<file path="src/rtl/reaction_pkg.sv">
// Shared types, constants and BCD helpers for the reaction timer.
package reaction_pkg;

   typedef enum logic [2:0] {
      StIdle,
      StWait,
      StGo,
      StDone,
      StEarly
   } state_t;

   // Four BCD digits, digit 3 is the most significant (thousands).
   typedef logic [3:0][3:0] bcd4_t;

   localparam bcd4_t BCD_MAX = 16'h9999;

   // Fibonacci taps 16,14,13,11 expressed as bit positions 15,13,12,10.
   localparam logic [15:0] LFSR_TAPS = 16'hB400;

   // Add one with decimal carry from digit 0 upward; 9999 wraps to 0000.
   function automatic bcd4_t bcd_inc(input bcd4_t v);
      bcd4_t r;
      logic  carry;
      r     = v;
      carry = 1'b1;
      for (int i = 0; i < 4; i++) begin
         if (carry) begin
            if (r[i] == 4'd9) begin
               r[i] = 4'd0;
            end else begin
               r[i]  = r[i] + 4'd1;
               carry = 1'b0;
            end
         end
      end
      return r;
   endfunction

   // Strict a < b, decided by the first differing digit from the MSD.
   function automatic logic bcd_lt(input bcd4_t a, input bcd4_t b);
      logic lt;
      logic decided;
      lt      = 1'b0;
      decided = 1'b0;
      for (int i = 3; i >= 0; i--) begin
         if (!decided && (a[i] != b[i])) begin
            lt      = (a[i] < b[i]);
            decided = 1'b1;
         end
      end
      return lt;
   endfunction

endpackage

</file>
<file path="src/rtl/ms_tick_gen.sv">
// Millisecond tick divider: one-cycle tick every DIV cycles, restartable via clr.
module ms_tick_gen #(
   parameter int unsigned DIV = 100000
) (
   input  logic clk,
   input  logic rst,
   input  logic clr,
   output logic tick
);

   localparam int unsigned W = (DIV > 1) ? $clog2(DIV) : 1;

   logic [W-1:0] cnt_q;

   assign tick = (cnt_q == W'(DIV - 1));

   // Count 0..DIV-1; clr restarts so the first tick lands DIV cycles later.
   always_ff @(posedge clk) begin
      if (rst || clr || tick) begin
         cnt_q <= '0;
      end else begin
         cnt_q <= cnt_q + 1'b1;
      end
   end

endmodule

</file>
<file path="src/rtl/reaction_timer.sv">
// Reaction timer: random fore-period, GO light, millisecond BCD reaction count,
// false-start and timeout detection.
// Optional build macro REACTION_BEST_EN adds the best_bcd output (best score).
module reaction_timer
   import reaction_pkg::*;
#(
   parameter int unsigned CLK_HZ      = 100000000,
   parameter int unsigned MIN_WAIT_MS = 1000,
   parameter int unsigned RAND_BITS   = 11,
   parameter logic [15:0] LFSR_SEED   = 16'hACE1
) (
   input  logic        clk,
   input  logic        rst,
   input  logic        start,
   input  logic        btn,
   output logic        led_go,
   output logic        busy,
   output logic [15:0] result_bcd,
   output logic        result_valid,
   output logic        early,
`ifdef REACTION_BEST_EN
   output logic [15:0] best_bcd,
`endif
   output logic        timeout
);

   localparam int unsigned MS_DIV = CLK_HZ / 1000;

   state_t      state_q, state_d;
   logic [15:0] lfsr_q;
   logic [15:0] wait_q, wait_d;
   logic [15:0] wait_load;
   bcd4_t       cnt_q, cnt_d, cnt_inc;
   bcd4_t       result_q, result_d;
   logic        timeout_q, timeout_d;
   logic        valid_q, valid_d;
   logic        tick;
   logic        tick_clr;

   ms_tick_gen #(
      .DIV(MS_DIV)
   ) u_ms_tick_gen (
      .clk (clk),
      .rst (rst),
      .clr (tick_clr),
      .tick(tick)
   );

   assign wait_load = 16'(MIN_WAIT_MS) + 16'(lfsr_q[RAND_BITS-1:0]);
   assign cnt_inc   = bcd_inc(cnt_q);
   // Restart the millisecond phase on every state change.
   assign tick_clr  = (state_d != state_q);

   // Free-running LFSR; a non-zero seed keeps it out of the all-zero lock-up.
   always_ff @(posedge clk) begin
      if (rst) begin
         lfsr_q <= LFSR_SEED;
      end else begin
         lfsr_q <= {lfsr_q[14:0], ^(lfsr_q & LFSR_TAPS)};
      end
   end

   // State and datapath registers.
   always_ff @(posedge clk) begin
      if (rst) begin
         state_q   <= StIdle;
         wait_q    <= '0;
         cnt_q     <= '0;
         result_q  <= '0;
         timeout_q <= 1'b0;
         valid_q   <= 1'b0;
      end else begin
         state_q   <= state_d;
         wait_q    <= wait_d;
         cnt_q     <= cnt_d;
         result_q  <= result_d;
         timeout_q <= timeout_d;
         valid_q   <= valid_d;
      end
   end

   // Next-state logic and datapath updates.
   always_comb begin
      state_d   = state_q;
      wait_d    = wait_q;
      cnt_d     = cnt_q;
      result_d  = result_q;
      timeout_d = timeout_q;
      valid_d   = 1'b0;
      unique case (state_q)
         StIdle, StDone, StEarly: begin
            if (start) begin
               state_d   = StWait;
               wait_d    = wait_load;
               result_d  = '0;
               timeout_d = 1'b0;
            end
         end
         StWait: begin
            // A press anywhere in the fore-period is a false start, even on the expiry tick.
            if (btn) begin
               state_d = StEarly;
            end else if (tick) begin
               if (wait_q == 16'd1) begin
                  state_d = StGo;
                  cnt_d   = '0;
               end else begin
                  wait_d = wait_q - 16'd1;
               end
            end
         end
         StGo: begin
            if (btn) begin
               state_d  = StDone;
               result_d = cnt_q;
               valid_d  = 1'b1;
            end else if (tick) begin
               if (cnt_inc == BCD_MAX) begin
                  state_d   = StDone;
                  cnt_d     = BCD_MAX;
                  result_d  = BCD_MAX;
                  timeout_d = 1'b1;
                  valid_d   = 1'b1;
               end else begin
                  cnt_d = cnt_inc;
               end
            end
         end
         default: state_d = StIdle;
      endcase
   end

`ifdef REACTION_BEST_EN
   bcd4_t best_q;

   // Track the fastest non-timeout result; visible the cycle after result_valid.
   always_ff @(posedge clk) begin
      if (rst) begin
         best_q <= BCD_MAX;
      end else if (valid_q && !timeout_q && bcd_lt(result_q, best_q)) begin
         best_q <= result_q;
      end
   end

   assign best_bcd = best_q;
`endif

   assign led_go       = (state_q == StGo);
   assign busy         = (state_q == StWait) || (state_q == StGo);
   assign early        = (state_q == StEarly);
   assign result_bcd   = result_q;
   assign result_valid = valid_q;
   assign timeout      = timeout_q;

endmodule
</file>
<file path="config.mk">
export PLATFORM = sky130hd
export DESIGN_NAME = reaction_timer
export DESIGN_NICKNAME = d
export VERILOG_FILES = /design/src/rtl/reaction_pkg.sv /design/src/rtl/ms_tick_gen.sv /design/src/rtl/reaction_timer.sv
export SDC_FILE = /design/constraint.sdc
export NUM_CORES = 1
export LEC_CHECK = 0
export CORE_ASPECT_RATIO = 0.5
export CORE_MARGIN = 4
export CORE_UTILIZATION = 60
export CTS_CLUSTER_DIAMETER = 150
export CTS_CLUSTER_SIZE = 20
export DETAILED_ROUTE_END_ITERATION = 8
export PLACE_DENSITY_LB_ADDON = 0.15
export SLEW_MARGIN = 20
export SYNTH_ARGS = -nofsm -noshare
export SYNTH_HDL_FRONTEND = slang
export SYNTH_SLANG_ARGS = --single-unit
</file>
<file path="constraint.sdc">
create_clock -name clk -period 2.34 [get_ports clk]
set_input_delay 0.585 -clock clk [delete_from_list [all_inputs] [get_ports clk]]
set_output_delay 0.585 -clock clk [all_outputs]
set_load 0.005 [all_outputs]
</file>
---- After elaboration in Yosys (flattened, before gate mapping) ----
Index checks and enable logic that the tools add are counted.
word-level totals
  logic and storage cells ................. 103
  bits in registers ....................... 86
operators by class
  bitwise gates (word level) .............. 1
  mux-type cells .......................... 45
  equality and inequality tests ........... 22
  reductions and logical operators ........ 14
  add/sub/neg operators ................... 7
operators with widths
  kind                    count
  $mux 16                 14
  $pmux 16 s2             3
  $mux 4                  7
  $mux 3                  7
  $add 17x1->17 const B   1
  $eq 17x17->1 const B    1
  $add 4x1->4 const B     4
  $eq 16x1->1 const B     1
  $eq 16x16->1 const B    1
  $eq 4x4->1 const B      4
  $reduce_xor 16->1       1
  $sub 16x1->16 const B   1
  $add 10x11->12 const A  1
  $mux 1                  12
  $ne 2x2->1 const B      5
  $reduce_and 5->1        2
  $pmux 3 s3              1
  $eq 3x2->1 const B      2
  $ne 2x1->1 const B      3
  $ne 3x2->1 const B      2
  $reduce_and 6->1        1
  $reduce_bool 2->1       3
  $reduce_and 4->1        1
  $eq 3x1->1 const B      1
  other kinds (8)         10

---- Logic depth before layout (Yosys ltp) ----
Gate-level depths: netlist of run 1.
  depth in word-level cells ............... 13
  depth in mapped cells ................... 8
  mapped depth without buffers ............ 7

---- Cells and area by module ----
A second synthesis of run 1 with hierarchy kept.
unflattened totals
  cell total of the unflattened synthesis .. 531
  area, all modules ....................... 4398.0 um^2
by module, submodules not included
  module          area an instance (um^2)  instances  cells each
  reaction_timer  3597.2                   1          442
  ms_tick_gen     800.8                    1          89

---- Least setup slack after synthesis of run 1 ----
OpenSTA, ideal clock, no wires.
  kind .................................... register to register
  start ................................... register wait_q[0]
  end ..................................... register cnt_q[14] in the netlist's numbering
  required time ........................... 2.208 ns
  setup time .............................. 0.132 ns
  path slack .............................. 0.245 ns
  arrival ................................. 1.962 ns
  buffers on the path ..................... 1
  stages on the path, launching flop included .. 8
  cells stage by stage .................... dfxtp_1 > ha_1 > or4b_1 > nor4_1 > a21oi_1 > clkbuf_1 > o31ai_1 > a21oi_1
between the ends
  longest elaborated chain between the ends .. 3
RTL lines
  element                            line                   text
  start: declaration                 reaction_timer.sv:31   logic [15:0] wait_q, wait_d;
  start signal: assignment           reaction_timer.sv:74   wait_q <= wait_d;
  $eq 16x1->1                        reaction_timer.sv:104  if (wait_q == 16'd1) begin
  $ne 2x2->1 (no source line)        n/a
  $reduce_and 6->1 (no source line)  n/a
  end signal: assignment             reaction_timer.sv:75   cnt_q <= cnt_d;
  end: declaration                   reaction_timer.sv:33   bcd4_t cnt_q, cnt_d, cnt_inc;
No other way between the ends.
A chain may end at the register's enable or synchronous reset.

---- Final worst setup path of run 1 ----
  start ................................... register state_q[2]
  end ..................................... output port busy
between the ends
  longest elaborated chain between the ends .. 2
  elaborated cells on any way between the ends .. 3
RTL lines
  element                                   line                   text
  start: declaration                        reaction_timer.sv:29   state_t state_q, state_d;
  start signal: assignment                  reaction_timer.sv:66   state_q <= StIdle;
  start signal: assignment                  reaction_timer.sv:73   state_q <= state_d;
  $eq 3x1->1 or $eq 3x2->1 (tied branches)  reaction_timer.sv:149  assign busy = (state_q == StWait) || (state_q == StGo);
  $logic_or 1x1->1 *                        reaction_timer.sv:149
  end: declaration                          reaction_timer.sv:17   output logic busy,
Mark *: on every way between the ends. The rest lies on a longest branch, timed or not.

==> flow_summary.yaml, run 1 <==
timing:
  unrepaired_setup_endpoints_after_global_routing: "yes"
  hold_viol: 0
  final_min_period_over_clock_period_pct: 98.96
  report.final.slew_viol_count: 0
  fin_worst_skew_ns: 0.006283
  timing.fmax_ghz: 0.4319
  worst_slew_pin_slew_ns: 0.6098
  final_period_demand_of_the_worst_path_ns: 2.316
  worst_hold_slack_ns: 0.4100
  setup_viol: 0
  max-slew-margin-rel_pct: 58.92
clock_network:
  cts_htree_levels: 3
  clkSinkCount: 86
  cts_tree: "done"
  root_buffer: "clkbuf_16"
  cts.hold.buffers_added: 0
  cts_max_path_buffers: 2
  clock_pin_slew_worst_setup_and_hold_paths_ns: 0.06
  cts-buffers-inserted: 9
  worst_skew_pair.late_latency_ns: 0.34
global_routing:
  first_global_vias: 3781
  globalRouteOverflowTotal: 0
  pin_count_of_the_biggest_net_entering_global_routing: 53
  number_of_antenna_violations_at_the_first_check_in_global_routing: 0
  grt_usage_pct: 26.02
  first_pass_grt_wire_length_um: 18370
run:
  maxCapViolCount: 0
synth:
  syn-instance-count: 538
  number_of_distinct_library_cells_after_synthesis: 61
  ys_dominant_reg_cell: "dfxtp_1"
  synth_fa_ha_area_share_pct: 1.141
  synth_top_family_by_area: "simple AND/OR/NAND/NOR gates"
  synthXorXnorAreaFrac_pct: 4.591
  synth_compound_gate_area_share_pct: 20.59
  synth.mux.area_fraction_pct: 0.4562
  asyncSetResetFlopFracSynth_pct: 0
  synth-edff-count: 0
  post_synthesis_instance_area_um2: 4388
  syn_nets: 546
  syn_area_per_cell_um2: 8.156
  basic_gate_share_of_the_synthesized_area_counting_and_or_nand_and_nor_cells_pct: 28.60
  synth_seq_cells: 86
  seq_area_frac_synth_pct: 39.24
  ys.warnings.count: 0
worst_setup_path:
  timing.critical_path.arrival_ns: 1.73
  worstPathRequired_ns: 1.75
  crit_path_max_incr_delay_ns: 0.50
  timing.critical_path.slowest_stage_cell: "clkdlybuf4s50_1"
  worstPathMaxFanout: 7
  critPathCaptureType: "output pin"
  timing.critical_path.from_type: "flip-flop"
  crit_type: "reg -> out"
  path_cells: "or3b_1, nand2_1, clkdlybuf4s50_1"
die:
  pin_count: 25
  rows: 21
  core_area_um2: 6884
  initial_core_util_pct: 63.74
  dieWidth_um: 128.9
  design.die.area_um2: 8829
  die-height_um: 68.47
cells_and_area:
  design.final.nets: 596
  multi_input_area_um2: 2441
  drive_above_1_share_pct: 14.50
  final.fill_count: 533
  final_common_cell: "dfxtp_1"
  layout_common_cells: "dfxtp_1, buf_4, nand2_1"
  antenna-diode-count: 0
  register_area_um2: 1722
  area_growth_syn_to_layout_pct: 19.93
  stdcell_count: 685
power_and_ir_drop:
  powerDensity_nw_per_um2: 630.7
  vdd_drop_max_v: 0.0003483
  static_leak_uw: 0.001878
place:
  weighted_congestion_reported_at_the_end_of_routability_driven_placement: 0.9197
  dpl.hpwl_um: 7542
  dpl.cell_count: 668
  port_buffers: 24
route:
  dr.pass1.iters: 5
  number_of_vias_per_cell: 6.109
  via_count: 4185
  drc_errors: 0
  avgRoutedWirePerCell_um: 15.83
  iter_0_drt_violations: 438
  detail-route-antenna-nets: 0
  totalWireLength_um: 10840
worst_hold_path:
  worst_hold_path_type: "reg -> reg"
run_status:
  status: "finished, final reports clean"
-- power breakdown --
group / internal, µW / switching, µW
combinational: 195 / 248
sequential: 1510 / 39.9
clock: 720 / 604
-- Yosys cell counts, drive strengths merged, types with 13 or more instances --
cell	instances	area share [%]
a21oi	34	3.9
clkbuf	26	2.2
dfxtp	86	39
inv	20	1.7
nand2	48	4.1
nand3	20	2.3
nor2	47	4.0
nor2b	24	3.4
nor3	13	1.5
o21ai	30	3.5
o32ai	19	3.8
xor2	14	2.8
-- state kept, by name, indices dropped and copies added, names as in the netlist --
signal and cells:
wait_q 16, state_q 3, result_valid 1, lfsr_q 16, timeout 1, result_bcd 16, u_ms_tick_gen.cnt_q 17, cnt_q 16
-- worst paths after layout --
| check | slack [ns] | endpoint | startpoint | cells after the start |
|---|---|---|---|---|
| worst max-delay path | 0.02 | busy | state_q[2] | 3 |
| worst min register to register | 0.41 | lfsr_q[15] | lfsr_q[14] | 1 |
| worst min-delay path | 0.41 | lfsr_q[15] | lfsr_q[14] | 1 |
| worst max register to register | 0.15 | result_bcd[4] | cnt_q[2] | 6 |
-- layer usage --
layer | vias up | part of all wire (%) | GRT usage [%]
met5 | - | 0 | 0
met4 | 0 | 1.1 | 7.068
met3 | 14 | 5.9 | 5.690
met2 | 136 | 46 | 42.46
met1 | 1985 | 47 | 35.21
li1 | 2050 | - | -
-- cell type report --
| cell class | instances | share of cell area (%) |
|---|---|---|
| Multi-Input combinational cell | 395 | 46.39 |
| Sequential cell | 86 | 32.72 |
| Timing Repair Buffer | 75 | 11.98 |
| Clock buffer | 9 | 4.280 |
| Tap cell | 92 | 2.187 |
| Inverter | 21 | 1.498 |
| Clock inverter | 7 | 0.9510 |
-- stage by stage --
| step | instance area (µm²) | setup WS, ns | total power (µW) | setup TNS, ns | utilization [%] |
|---|---|---|---|---|---|
| after detailed placement | 4969 | 0.04736 | 2011 | 0 | 72.17 |
| after global routing | 5263 | -0.05153 | 3459 | -0.1010 | 76.44 |
| after floorplan | 4388 | 0.2454 | 1857 | 0 | - |
| after CTS | 5246 | 0.01225 | 3327 | 0 | 76.21 |
| final | 5263 | 0.02441 | 3319 | 0 | 76.44 |
| after global placement | 4969 | 0.06449 | 2002 | 0 | 72.17 |
-- cells by family after synthesis --
group,after synthesis
xor gates and xnor gates,23
and+or+nand+nor,232
adders and majority gates,4
muxes,2
buffers and inverters,57
DFF,86
AOI/OAI and AO/OA,134
-- what timing repair did --
action,CTS,global route
endpoints found under the hold margin,0,0
setup endpoints to repair,1,19
pin swaps,0,2
buffers inserted,0,1
resized for setup,1,3
-- worst max-delay path: cells and delay by family (launching register included) --
family                 cells  cell delay [ns]
and+or+nand+nor            2             0.53
buffers and inverters      1             0.50
DFF                        1             0.36
No activity file was read; power rests on OpenSTA's default activity.
==> inputs of run 2 (changes only) <==
- CAP_MARGIN: unset -> 20
- CORE_MARGIN: 4 -> 3
- CTS_CLUSTER_SIZE: 20 -> 40
==> flow_summary.yaml, run 2 (synthesized netlist as in run 1, its figures left out) <==
timing:
  worst_hold_slack_ns: 0.4115
  hold_viol: 0
  final_period_demand_of_the_worst_path_ns: 2.262
  fin_worst_skew_ns: 0.006188
  final_min_period_over_clock_period_pct: 96.65
  report.final.slew_viol_count: 0
  setup_viol: 0
  final.setup.worst_slack_ns: 0.07850
  worst_slew_pin_slew_ns: 0.6172
  timing.fmax_ghz: 0.4422
  max-slew-margin-rel_pct: 58.42
clock_network:
  cts-buffers-inserted: 9
  clock_pin_slew_worst_setup_and_hold_paths_ns: 0.06
  cts_tree: "done"
  clkSinkCount: 86
  root_buffer: "clkbuf_16"
  cts_htree_levels: 3
  cts_max_path_buffers: 2
  cts.hold.buffers_added: 0
  worst_skew_pair.late_latency_ns: 0.34
power_and_ir_drop:
  vdd_drop_max_v: 0.0004404
  clock_power_share_pct: 41.8
  power.net_switching_uw: 863.5
  internal_power_uw: 2559
  power.switching_fraction_pct: 25.23
  powerDensity_nw_per_um2: 646.0
  power.combinational.fraction_pct: 12.8
  static_leak_uw: 0.001895
  seq_pwr_share_pct: 45.4
place:
  dpl.hpwl_um: 7515
  weighted_congestion_reported_at_the_end_of_routability_driven_placement: 0.9334
  port_buffers: 24
  worst_slack_after_detailed_placement_ns: -0.02129
worst_hold_path:
  min_delay_worst_endpoint: "lfsr_q[15]"
  worst_hold_path_type: "reg -> reg"
  min_path_cells: 1
  holdCritStartpoint: "lfsr_q[14]"
route:
  detail-route-antenna-nets: 0
  number_of_vias_per_cell: 6.126
  dr.pass1.iters: 6
  drc_errors: 0
  iter_0_drt_violations: 446
  via_count: 4190
  totalWireLength_um: 11040
  avgRoutedWirePerCell_um: 16.15
die:
  pin_count: 25
  dieWidth_um: 126.9
  die-height_um: 66.47
  design.die.area_um2: 8438
  initial_core_util_pct: 63.74
  core_area_um2: 6884
  rows: 21
cells_and_area:
  final_common_cell: "dfxtp_1"
  antenna-diode-count: 0
  drive_above_1_share_pct: 15.20
  final.fill_count: 499
  area_growth_syn_to_layout_pct: 20.73
  largest_register_ff_count: 17
  design.final.nets: 595
  layout_common_cells: "dfxtp_1, buf_4, nand2_1"
  max_flop_register: "u_ms_tick_gen.cnt_q"
worst_setup_path:
  crit-reg2reg-launch: "wait_q[1]"
  worstPathMaxFanout: 7
  timing.reg2reg.setup_slack_ns: 0.13
  crit_path_max_incr_delay_ns: 0.49
  crit_type: "reg -> out"
  timing.critical_path.arrival_ns: 1.68
  path_cells: "or3b_4, nand2_1, clkdlybuf4s50_1"
  timing.critical_path.from_type: "flip-flop"
  critPathCaptureType: "output pin"
  timing.critical_path.slowest_stage_cell: "clkdlybuf4s50_1"
  reg2reg_depth: 10
  worstPathRequired_ns: 1.75
  critPathLaunch: "state_q[2]"
  r2r_end: "cnt_q[8]"
global_routing:
  pin_count_of_the_biggest_net_entering_global_routing: 53
  number_of_antenna_violations_at_the_first_check_in_global_routing: 0
  globalRouteOverflowTotal: 0
  first_pass_grt_wire_length_um: 18400
  first_global_vias: 3767
  grt_usage_pct: 27.20
run_status:
  status: "finished, final reports clean"
run:
  maxCapViolCount: 0
run 2: worst max-delay path: cells and delay by family (launching register included):
kind | cells | cell delay, ns
buffers and inverters | 1 | 0.49
DFF | 1 | 0.36
and+or+nand+nor | 2 | 0.49
run 2: final cells by class:
type	count	area [µm²]	area share, %
Multi-Input combinational cell	395	2457	46.39
Sequential cell	86	1723	32.52
Timing Repair Buffer	74	623.1	11.76
Clock buffer	10	239.0	4.511
Tap cell	92	115.1	2.173
Inverter	21	78.83	1.488
Clock inverter	6	61.31	1.157
run 2: routing by layer:
layer,GRT usage (%),vias up,wire length [µm]
met5,0,-,0
met4,6.150,0,130
met3,6.886,15,751
met2,42.83,172,4978
met1,37.80,1952,5184
li1,-,2051,-
run 2: worst max path at each step:
stage / slack [ns] / to
2_1_floorplan: 0.25 / cnt_q[14]
3_3_place_gp: 0.07 / wait_q[12]
3_5_place_dp: -0.02 / cnt_q[8]
6_report: 0.08 / busy
5_1_grt: -0.003 / busy
4_1_cts: 0.02 / busy
run 2: timing repair:
item / 4_1_cts / 5_1_grt
buffers inserted: 0 / 1
endpoints found under the hold margin: 0 / 0
gates resized for setup: 1 / 8
endpoints found under the setup margin: 2 / 7
pin swaps: 0 / 1
run 2: power groups by stage:
stage | Sequential, µW | Clock, µW | Combinational [µW]
after floorplan | 1580 | 0 | 279
after global placement | 1580 | 0 | 417
after detailed placement | 1580 | 0 | 420
after CTS | 1550 | 1450 | 425
after global routing | 1560 | 1510 | 483
final | 1560 | 1430 | 436
run 2: metrics by stage:
| stage | setup TNS, ns | cell area, µm² | util [%] | power (µW) | instances |
|---|---|---|---|---|---|
| final | 0 | 5298 | 76.95 | 3422 | 684 |
| after global routing | -0.002766 | 5298 | 76.95 | 3557 | 684 |
| after CTS | 0 | 5264 | 76.46 | 3429 | 683 |
| after detailed placement | -0.02129 | 4961 | 72.06 | 2004 | 667 |
| after global placement | 0 | 4961 | 72.06 | 2000 | 667 |
| after floorplan | 0 | 4388 | - | 1857 | 538 |
==> inputs of run 3 (changes only) <==
- GPL_ROUTABILITY_DRIVEN: unset -> 1
==> results of run 3 <==
Same layout as run 2: the final DEF is identical, and so are final timing and power.
